### src/rtl/contador_busca512.sv
// contador_busca512: program counter and instruction-fetch sequencer feeding a valid/ready consumer
module contador_busca512 #(
  parameter int LARGURA_DADO = 16,
  parameter int LARGURA_END = 9,
  parameter logic [LARGURA_END-1:0] END_INICIAL = '0
) (
  input  logic                    sinal_clock,
  input  logic                    sinal_reset,
  input  logic                    habilita,
  input  logic                    carrega,
  input  logic [LARGURA_END-1:0]  endereco_salto,
  input  logic [LARGURA_DADO-1:0] dado_memoria,
  output logic [LARGURA_END-1:0]  posicao_mem,
  output logic [LARGURA_DADO-1:0] instrucao,
  output logic                    instrucao_valida,
  input  logic                    consumidor_pronto,
  output logic [LARGURA_END-1:0]  pc_atual,
  output logic                    volta_completa
);
  typedef enum logic [1:0] {OCIOSO, BUSCA, ESPERA} estado_t;
  estado_t                 r_estado;
  logic [LARGURA_END-1:0]  r_pc, r_pc_atual;
  logic [LARGURA_DADO-1:0] r_instrucao;
  logic                    r_valida, r_volta;
  logic                    w_transfer, w_captura;
  assign w_transfer = r_valida & consumidor_pronto;
  // A new word is taken on the first fetch cycle or on every accepted handoff while running
  assign w_captura = habilita & ((r_estado == BUSCA) | ((r_estado == ESPERA) & w_transfer));
  always_ff @(posedge sinal_clock or posedge sinal_reset)
    if (sinal_reset) begin
      r_estado    <= OCIOSO;
      r_pc        <= END_INICIAL;
      r_pc_atual  <= '0;
      r_instrucao <= '0;
      r_valida    <= 1'b0;
      r_volta     <= 1'b0;
    end else if (carrega) begin
      r_pc     <= endereco_salto;
      r_valida <= 1'b0;
      r_volta  <= 1'b0;
      r_estado <= habilita ? BUSCA : OCIOSO;
    end else begin
      if (w_captura) begin
        r_instrucao <= dado_memoria;
        r_pc_atual  <= r_pc;
        r_pc        <= r_pc + 1'b1;
        if (&r_pc) r_volta <= 1'b1;
      end
      case (r_estado)
        OCIOSO: r_estado <= habilita ? BUSCA : OCIOSO;
        BUSCA: begin
          r_valida <= habilita;
          r_estado <= habilita ? ESPERA : OCIOSO;
        end
        ESPERA: if (w_transfer && !habilita) begin
          r_valida <= 1'b0;
          r_estado <= OCIOSO;
        end
        default: r_estado <= OCIOSO;
      endcase
    end
  assign posicao_mem      = r_pc;
  assign instrucao        = r_instrucao;
  assign instrucao_valida = r_valida;
  assign pc_atual         = r_pc_atual;
  assign volta_completa   = r_volta;
endmodule

### config.mk
export PLATFORM = sky130hd
export DESIGN_NAME = contador_busca512
export DESIGN_NICKNAME = d
export VERILOG_FILES = /design/src/rtl/contador_busca512.sv
export SDC_FILE = /design/constraint.sdc
export NUM_CORES = 1
export LEC_CHECK = 0
export ABC_AREA = 1
export CORE_ASPECT_RATIO = 0.7
export CORE_MARGIN = 10
export CORE_UTILIZATION = 40
export CTS_CLUSTER_DIAMETER = 200
export DETAILED_ROUTE_END_ITERATION = 10
export GPL_TIMING_DRIVEN = 1
export PLACE_DENSITY_LB_ADDON = 0.1
export SLEW_MARGIN = 15
export SYNTH_ARGS = -nofsm -noshare
export SYNTH_HDL_FRONTEND = slang
export SYNTH_SLANG_ARGS = --single-unit
### constraint.sdc
create_clock -name sinal_clock -period 1.6 [get_ports sinal_clock]
set_input_delay 0.32 -clock sinal_clock [delete_from_list [all_inputs] [get_ports sinal_clock]]
set_output_delay 0.32 -clock sinal_clock [all_outputs]
set_load 0.02 [all_outputs]
==> run metrics <==
WS Path Type=reg2out; Cell variety after synth=23; clock sink count=38; Routed Antenna Nets=0; worst vdd ir=0.000688 V; worst-case reg-to-reg path depth=9; routed vias/inst=4.58; diode count=0; worst skew pair latency=0.29 ns; worst path cell trace=clkdlybuf4s50_1; Die Ht=76.0 um; Post-CTS Setup Repair Bufs=0; initial antenna violation count=0; row count=20; Slew HR=80.0%; Setup WS post-layout=0.0435 ns; syn_nets=255; Syn-to-layout area delta=56.6%; fin crit period=1.56 ns; R2R Setup Slk=0.07 ns; crit-path leading delay family=buffers and inverters; Post-Route WL=5020 um; dpl ws=-0.0190 ns; Initial Util=41.4%; root buffer cell=clkbuf_8; post-DP HPWL=3850 um; Filler cells=401; worst path required time=1.28 ns; GR Util All Layers=13.2%; leak pwr=1.65 nW; Worst setup EP type=primary output; synthesized area=1790 sq um; core area=4330 sq um; vias in the first global route=1674; R2R Path Start=posicao_mem[0]; crit start category=register; share of cells above drive strength 1=15.1%; # DRC=0; maxcap violations=0; R2R Path End=posicao_mem[8]; CTS H-tree lvls=2; clk buf depth=2; GPL Wtd Cong=0.843; DR iter-0 viols=80; fmax=0.642 GHz; Die ar.=7600 sq um; Worst Tran Pin Value=0.300 ns; Worst EP arrival=1.24 ns; Horiz. Die Dim=100 um; via count=1677; Worst Clk Skew=0.00293 ns; Port Buf Inserts=65; part of the cycle the worst path needs=97.3%; CP Buf/Inv Count=1; num ports=66; Critical-path top delay cell=clkdlybuf4s50_1; Cell Pwr Density=1200 nW/um^2; flops & latches, synth=38; clock slew at reported path FFs=0.08 ns; sequential share of the synthesized area=53.1%; GRT Residual Overflow=0; Gate Count Post-Synth=223; CTS Buf Count=5; CTS tree=done; NumNets Final=342; slowest cell delay on critical path=0.60 ns; Min-Delay Path Class=in2async; TritonRoute pass-1 iters=4; Syn Area/Cell=8.03 sq um; setup violators final=0; outcome=completed; first-pass GRT wire length=8250 um; largest net degree at the start of global routing=34; Routed WL per cell=13.7 um; Critical Path Fanout Max=2; RSZ-0062 raised after global routing=yes; Max Slew Vio Count=0; Hold Fails Final Rpt=0; YS warnings=0; hold slack=0.259 ns
synthesized netlist by cell type, drive strengths merged:
master	number	area [sq um]
a21oi	4	23.8
buf	8	61.3
clkinv	1	3.75
dfrtp	38	951
ha	2	25.0
inv	14	55.1
nand2	115	449
nand3	14	70.1
nand4	1	6.26
nor2	13	58.8
nor4	1	6.26
o21ai	10	65.1
o31ai	1	7.51
xnor2	1	8.76
area by class of cell:
type / count / area, sq um / area share (%)
clock buffer: 6 / 82.6 / 2.94
multi-input combinational: 162 / 727 / 25.9
timing repair buffer: 88 / 856 / 30.5
inverter: 15 / 58.8 / 2.10
tap: 55 / 68.8 / 2.45
clock inverter: 2 / 60.1 / 2.14
sequential: 38 / 953 / 34.0
worst reg2reg max path: cells and delay by family (launching register included):
kind | cells | cell delay, ns
adder cells (fa/ha/maj) | 2 | 0.48
flip-flops | 1 | 0.42
AND/OR/NAND/NOR | 6 | 0.39
buffers and inverters | 1 | 0.13
stage by stage:
step | TNS [ns] | area [sq um] | util [%] | std cells | power (mW)
after global placement | 0 | 2640 | 60.9 | 358 | 2.45
after detailed placement | -0.0566 | 2640 | 60.9 | 358 | 2.47
after CTS | 0 | 2760 | 63.7 | 366 | 3.43
final | 0 | 2810 | 64.8 | 366 | 3.36
after global routing | -0.0186 | 2810 | 64.8 | 366 | 3.56
after floorplan | 0 | 1790 | - | 223 | 1.83
per-layer routing:
layer	vias up	part of all wire, %	track usage [%]
met5	-	0	0
met4	0	0.80	3.80
met3	5	9.4	6.70
met2	49	45	19.1
met1	764	45	16.8
li1	859	-	-
logic make-up (layout without fill, tap and decap cells):
kind of cell | Yosys count | in the layout | share of synthesized area (%)
buffers and inverters | 23 | 111 | 6.70
AND/OR/NAND/NOR | 144 | 144 | 33.0
AO/OA/AOI/OAI | 15 | 15 | 5.38
flip-flops | 38 | 38 | 53.1
XOR/XNOR | 1 | 1 | 0.489
adder cells (fa/ha/maj) | 2 | 2 | 1.40
layout by cell type, fill, tap and decap left out:
cell type / synthesis / layout
a21oi_1: 3 / 3
buf_4: 1 / 22
o21ai_0: 4 / 4
bufinv_16: 0 / 2
dfrtp_2: 0 / 2
clkdlybuf4s50_1: 0 / 30
inv_1: 13 / 13
inv_4: 1 / 1
o31ai_1: 1 / 1
nand3_1: 14 / 14
nor4_2: 0 / 1
clkinv_1: 1 / 1
clkbuf_8: 0 / 6
nor2_2: 4 / 4
xnor2_1: 1 / 1
dfrtp_1: 38 / 36
nand4_1: 1 / 1
a21oi_2: 1 / 1
buf_12: 0 / 1
dlygate4sd2_1: 0 / 18
nand2_1: 112 / 112
nor2_1: 9 / 9
o21ai_1: 2 / 2
nand2_2: 1 / 1
dlymetal6s2s_1: 0 / 17
nand2_4: 2 / 2
ha_1: 2 / 2
o21ai_2: 4 / 4
worst max-delay path by stage:
stage | from | cells past startpoint | slack (ns) | to
CTS | instrucao[13] | 1 | 0.0002 | instrucao[13]
finish | instrucao[11] | 1 | 0.04 | instrucao[11]
detailed placement | carrega | 5 | -0.02 | posicao_mem[1]
global placement | consumidor_pronto | 9 | 0.02 | posicao_mem[6]
floorplan | posicao_mem[1] | 8 | 0.07 | posicao_mem[8]
global route | posicao_mem[0] | 9 | -0.02 | posicao_mem[8]
flip-flops by register name, summed over array words and instances, names as in the netlist:
register	flops
pc_atual	9
instrucao_valida	1
posicao_mem	9
r_estado	2
volta_completa	1
instrucao	16
timing repair:
item	in CTS	in global routing
pin swaps	0	0
hold buffers	0	0
gates resized for setup	18	18
endpoints found under the setup margin	18	19
power by group:
group          leakage [nW]  switching (mW)  internal [mW]
Combinational          1.11           0.597          0.492
Clock                0.0714           0.341          0.665
Sequential            0.476           0.110           1.15
Total                  1.65            1.05           2.31
Power figures use the tool's default switching activity.
